**src/rtl/uart_tx_arbiter.sv**
```systemverilog
// Round-robin arbiter that lends one shared UART transmitter to NUM_REQ byte-stream
// clients for whole packets, revoking the grant when the owner stalls too long.
module uart_tx_arbiter #(
    parameter int NUM_REQ      = 4,
    parameter int TIMEOUT_CLKS = 2400
) (
    input  logic                   clk,
    input  logic                   rst,
    input  logic                   enable,
    input  logic [NUM_REQ-1:0]     req,
    input  logic [8*NUM_REQ-1:0]   req_data,
    input  logic [NUM_REQ-1:0]     req_valid,
    input  logic [NUM_REQ-1:0]     req_last,
    output logic [NUM_REQ-1:0]     req_ack,
    output logic [NUM_REQ-1:0]     grant,
    output logic [2:0]             grant_id,
    output logic [7:0]             tx_data,
    output logic                   tx_start,
    input  logic                   tx_busy,
    output logic                   timeout_err
);
    localparam int IW = (NUM_REQ > 1) ? $clog2(NUM_REQ) : 1;
    localparam int TW = $clog2(TIMEOUT_CLKS);
    localparam logic [TW-1:0]      TMAX     = TW'(TIMEOUT_CLKS - 1);
    localparam logic [IW-1:0]      PTR_INIT = IW'(NUM_REQ - 1);
    localparam logic [NUM_REQ-1:0] ONE      = NUM_REQ'(1);

    typedef enum logic [2:0] {IDLE, GRANT, START, BLANK, WAIT} state_t;

    state_t              state, state_n;
    logic [IW-1:0]       ptr, ptr_n;
    logic [IW-1:0]       owner, owner_n;
    logic [TW-1:0]       timer, timer_n;
    logic                last_f, last_n;
    logic [7:0]          data_n;
    logic                start_n;
    logic [NUM_REQ-1:0]  ack_n;
    logic [NUM_REQ-1:0]  grant_n;
    logic [2:0]          gid_n;
    logic                terr_n;
    logic                release_g;

    logic [7:0]          client_byte [NUM_REQ];
    logic                pick_hi_ok, pick_lo_ok, pick_ok;
    logic [IW-1:0]       pick_hi, pick_lo, pick;

    always_comb begin
        for (int i = 0; i < NUM_REQ; i++) begin
            client_byte[i] = req_data[8*i +: 8];
        end
    end

    // Lowest requester above the pointer wins; otherwise wrap to the lowest one at or below it.
    always_comb begin
        pick_hi_ok = 1'b0;
        pick_lo_ok = 1'b0;
        pick_hi    = '0;
        pick_lo    = '0;
        for (int i = NUM_REQ - 1; i >= 0; i--) begin
            if (req[i]) begin
                if (i > int'(ptr)) begin
                    pick_hi_ok = 1'b1;
                    pick_hi    = IW'(i);
                end else begin
                    pick_lo_ok = 1'b1;
                    pick_lo    = IW'(i);
                end
            end
        end
    end

    assign pick_ok = pick_hi_ok | pick_lo_ok;
    assign pick    = pick_hi_ok ? pick_hi : pick_lo;

    always_comb begin
        state_n   = state;
        ptr_n     = ptr;
        owner_n   = owner;
        timer_n   = timer;
        last_n    = last_f;
        data_n    = tx_data;
        grant_n   = grant;
        gid_n     = grant_id;
        start_n   = 1'b0;
        ack_n     = '0;
        terr_n    = 1'b0;
        release_g = 1'b0;
        case (state)
            IDLE: begin
                if (pick_ok) begin
                    state_n = GRANT;
                    owner_n = pick;
                    grant_n = ONE << pick;
                    gid_n   = 3'(pick);
                    timer_n = '0;
                end
            end
            GRANT: begin
                if (req_valid[owner] && !tx_busy) begin
                    state_n = START;
                    data_n  = client_byte[owner];
                    last_n  = req_last[owner];
                    start_n = 1'b1;
                    ack_n   = ONE << owner;
                end else if (!req_valid[owner] && !req[owner]) begin
                    release_g = 1'b1;
                end else if (!req_valid[owner] && timer == TMAX) begin
                    release_g = 1'b1;
                    terr_n    = 1'b1;
                end else if (timer != TMAX) begin
                    timer_n = timer + TW'(1);
                end
            end
            START: state_n = BLANK;
            // The transmitter may take a cycle to raise busy, so it is not looked at here.
            BLANK: state_n = WAIT;
            WAIT: begin
                if (!tx_busy) begin
                    if (last_f) begin
                        release_g = 1'b1;
                    end else begin
                        state_n = GRANT;
                        timer_n = '0;
                    end
                end
            end
            default: state_n = IDLE;
        endcase

        if (release_g) begin
            state_n = IDLE;
            grant_n = '0;
            gid_n   = '0;
            ptr_n   = owner;
            timer_n = '0;
        end

        if (!enable) begin
            state_n = IDLE;
            ptr_n   = PTR_INIT;
            owner_n = '0;
            timer_n = '0;
            last_n  = 1'b0;
            data_n  = '0;
            grant_n = '0;
            gid_n   = '0;
            start_n = 1'b0;
            ack_n   = '0;
            terr_n  = 1'b0;
        end
    end

    always_ff @(posedge clk or posedge rst) begin
        if (rst) begin
            state       <= IDLE;
            ptr         <= PTR_INIT;
            owner       <= '0;
            timer       <= '0;
            last_f      <= 1'b0;
            tx_data     <= '0;
            tx_start    <= 1'b0;
            req_ack     <= '0;
            grant       <= '0;
            grant_id    <= '0;
            timeout_err <= 1'b0;
        end else begin
            state       <= state_n;
            ptr         <= ptr_n;
            owner       <= owner_n;
            timer       <= timer_n;
            last_f      <= last_n;
            tx_data     <= data_n;
            tx_start    <= start_n;
            req_ack     <= ack_n;
            grant       <= grant_n;
            grant_id    <= gid_n;
            timeout_err <= terr_n;
        end
    end
endmodule

```
**config.mk**
```make
export PLATFORM = sky130hd
export DESIGN_NAME = uart_tx_arbiter
export DESIGN_NICKNAME = d
export VERILOG_FILES = /design/src/rtl/uart_tx_arbiter.sv
export SDC_FILE = /design/constraint.sdc
export NUM_CORES = 1
export LEC_CHECK = 0
export ABC_AREA = 1
export BUFFER_PORTS_ARGS = -buffer_cell sky130_fd_sc_hd__buf_4
export CORE_MARGIN = 1
export CORE_UTILIZATION = 45
export CTS_CLUSTER_SIZE = 40
export DETAILED_ROUTE_END_ITERATION = 6
export GPL_TIMING_DRIVEN = 0
export PLACE_DENSITY_LB_ADDON = 0.3
export SKIP_LAST_GASP = 1
export SYNTH_ARGS = -nofsm -noshare
export SYNTH_HDL_FRONTEND = slang
export SYNTH_SLANG_ARGS = --single-unit
```
**constraint.sdc**
```tcl
create_clock -name clk -period 5 [get_ports clk]
set_clock_uncertainty 0.1 [all_clocks]
set_input_delay 0.25 -clock clk [delete_from_list [all_inputs] [get_ports clk]]
set_output_delay 0.25 -clock clk [all_outputs]
set_load 0.01 [all_outputs]
```
==> summary.md <==
| Metric | Value |
|---|---|
| IO Pins | a little under 70 |
| HPWL after DPL | approximately 4.5 mm |
| R2r setup slk | approximately 2900 ps |
| Sequential power share | 0.348 |
| Clock share of power | 0.191 |
| WL final | between 6 and 7 mm |
| Synth Warn # | 0 |
| Mapped cell area | ~0.0025 sq mm |
| Final Cycle Share | 0.414 |
| Die footprint | just under 0.006 sq mm |
| EDFF count, synth | 0 |
| Die Y | a little under 80 microns |
| Top Metal Used | met4 |
| Area contributors post-synth | dfrtp_1, nand2_1, nand3_1 |
| WL met3 | about 340 microns |
| CTS tree | done |
| Initial antenna violation count | 0 |
| Clock slew at reported path FFs | around 80 ps |
| Routability congestion estimate | around 0.82 |
| CTS max path bufs | 2 |
| CP Data Arrival Time | ~2200 ps |
| Cell Int Power | between 600 and 700 uW |
| Remaining DRCs | 0 |
| First-pass GRT wire length | around 11 mm |
| Slew at the pin with the worst max-slew slack | around 840 ps |
| Hold slack | between 20 and 25 ps |
| Postcts setup bufs | 0 |
| Post-cts resize count | 0 |
| Pleak | ~0.0016 uW |
| Layout filler cell count | 493 |
| RSZ-0062 raised after global routing | false |
| Post-synthesis net count | 389 |
| Metal-1 WL | roughly 2.7 mm |
| Final setup viols | 0 |
| Root buf cell | clkbuf_8 |
| Worst-path fanout max | 10 |
| ANT nets after route | 0 |
| DR WL/cell | between 10 and 15 microns |
| Clk_lat worst skew | approximately 300 ps |
| Nets@finish | 463 |
| Slowest CP cell | dfrtp_1 |
| Setup tns final | 0 ps |
| Crit path kind | register to register |
| Sw Share | 0.412 |
| P_sw | between 400 and 500 uW |
| Slew Limit Fails | 0 |
| Seq cells post-synth | 40 |
| Min-Delay Path Class | input pin to async pin |
| Async set-or-reset flop fraction in the synthesized netlist | 1.00 |
| Vias | roughly 2500 |
| Sequential cell area fraction in the yosys report | 0.397 |
| Avg Cell Area, Syn | ~7.4 sq um |
| Largest net degree at the start of global routing | 41 |
| Min Clock Period, post-route | ~2100 ps |
| GR Overflow Total | 0 |
| Top_reg_cell synth | dfrtp_1 |
| Pwr dens | 369 mW/mm^2 |
| Share of layout cells above drive strength 1 | 0.277 |
| # diodes | 0 |
| Share of the synthesized area in the top cell type | 0.376 |
| GRT Resource Usage Total | 0.225 |
| Critical Path RT | 5090 ps |
| DR vias/cell | about 5.2 |
| Comb pwr share | 0.461 |
| Std cell rows | 26 |
| Clk sinks | 40 |
| Top cell type by total area after synthesis | dfrtp_1 |
| H-tree depth | 2 |
| Max Fclk | 0.483 GHz |
| Worst Setup Start Kind | register |
| First-pass iteration count of the detailed router | 4 |
| Yosys cell types | 39 |
| Synth Instances | 340 |
| Reg2reg path depth | 13 |
| Die X-Extent | roughly 77 microns |
| Peak VDD IR | between 0.2 and 0.25 mV |
| Core Area | 0.00527 sq mm |
| Buffers on Ports | 67 |
| Final hold viol count | 0 |
| CP Cell Sequence | ha_1 > nand2_1 > nor2_2 > nand2_1 > nor2_1 > nand2_1 > nand2_2 > nand2_4 > nand3_2 > nand3_2 > buf_6 > nand2_1 > nand2_1 |
| Largest stage delay, worst path | 410 ps |
| # hold bufs at CTS | 0 |
| Met2 Routed Length | between 2 and 3 mm |
| Status | finished, final reports clean |
| Worst relative slew slack | 0.440 |
| Initial Util | 0.480 |
| CTS Buf Count | 5 |
| Iter 0 DRT Violations | 170 |
| CP endpoint kind | register |
| Number of global-route vias before repair | between 2000 and 2500 |
| # Max-Cap Violations | 0 |
| Synth-to-Final Area Change | 27.0% |
| Most used cell along the critical path | nand2_1 |
==> cells in the final DEF (no fill, tap or decap), types with 5 or more instances in the layout <==
cell type and instances:
dfrtp_1 38, xor2_1 6, buf_6 6, inv_2 7, nand2_2 6, a221oi_1 9
nand4_1 6, clkbuf_8 6, nand2_1 100, o22ai_1 9, inv_1 29, nand3_1 45
buf_4 69, nor2_2 5, nor2_1 29, o21ai_0 10
==> worst max-delay path, delay by kind of cell, from the launching register on <==
family | cells | cell delay (ps)
buffers and inverters | 1 | 160
DFF | 1 | 410
adders and majority gates | 1 | 290
and+or+nand+nor | 11 | 990
==> synthesized netlist by cell type, types with 2 or more instances <==
master    number
a21oi_1        3
a221oi_1       9
buf_4          2
buf_6          6
clkbuf_1       2
dfrtp_1       38
dfstp_2        2
inv_1         30
inv_2          6
nand2_1      100
nand2_2        6
nand3_1       45
nand3_2        3
nand4_1        6
nor2_1        29
nor2_2         5
nor3_1         2
nor3_2         2
o21ai_0       10
o22ai_1        9
xnor2_1        2
xor2_1         6
==> power by group through the flow <==
stage,logic (uW),registers (uW),clock network [uW]
after floorplan,380,423,0
after global placement,538,417,0
after detailed placement,545,418,0
after CTS,547,413,231
after global routing,621,421,242
final,547,413,226
==> path summary, 6_finish.rpt <==
kind / start / to
max: timer[0]$_DFFE_PP0P_ / timer[5]$_DFFE_PP0P_
min: rst / tx_data[5]$_DFFE_PP0P_
max reg2reg: timer[0]$_DFFE_PP0P_ / timer[5]$_DFFE_PP0P_
min reg2reg: grant[0]$_DFFE_PP0P_ / grant[0]$_DFFE_PP0P_
max in group asynchronous: rst / owner[1]$_DFFE_PP0P_
min in group clk: req_data[20] / tx_data[4]$_DFFE_PP0P_
==> metal layers <==
metal,track usage,up-vias
met2,0.396,64
met3,0.0500,5
met5,0,-
met1,0.276,1169
met4,0.0585,0
li1,-,1263
==> area by class of cell <==
cell class	count	area, sq um	area share
Multi-Input combinational cell	252	1290	0.400
Sequential cell	40	1000	0.312
Timing Repair Buffer	67	503	0.157
Inverter	37	139	0.0432
Buffer	11	101	0.0315
Tap cell	70	87.6	0.0273
Clock buffer	6	82.6	0.0257
Clock inverter	2	10.0	0.00312
==> state kept, by name (all words and copies together), names as in the netlist <==
signal	cells
timer	12
tx_data	8
grant	4
req_ack	4
state	3
grant_id	2
owner	2
ptr	2
last_f	1
timeout_err	1
tx_start	1
==> through the flow <==
step / instance area (sq um) / power, uW / util / cells / setup WS (ps)
CTS: 3210 / 1190 / 0.610 / 485 / 2930
finish: 3210 / 1190 / 0.610 / 485 / 2930
floorplan: 2530 / 803 / - / 340 / 3180
detailed placement: 3120 / 963 / 0.592 / 477 / 2950
global route: 3210 / 1280 / 0.610 / 485 / 2680
global placement: 3120 / 955 / 0.592 / 477 / 2980
==> kinds of logic (layout without fill, tap and decap cells) <==
| family | count (synthesis) | after routing | share of synthesized area |
|---|---|---|---|
| DFF | 40 | 40 | 0.397 |
| buffers and inverters | 48 | 123 | 0.0950 |
| adders and majority gates | 1 | 1 | 0.00494 |
| other | 1 | 1 | 0.00148 |
| AOI/OAI and AO/OA | 35 | 35 | 0.0905 |
| xor gates and xnor gates | 8 | 8 | 0.0277 |
| and+or+nand+nor | 207 | 207 | 0.384 |
Power figures use the tool's default switching activity.
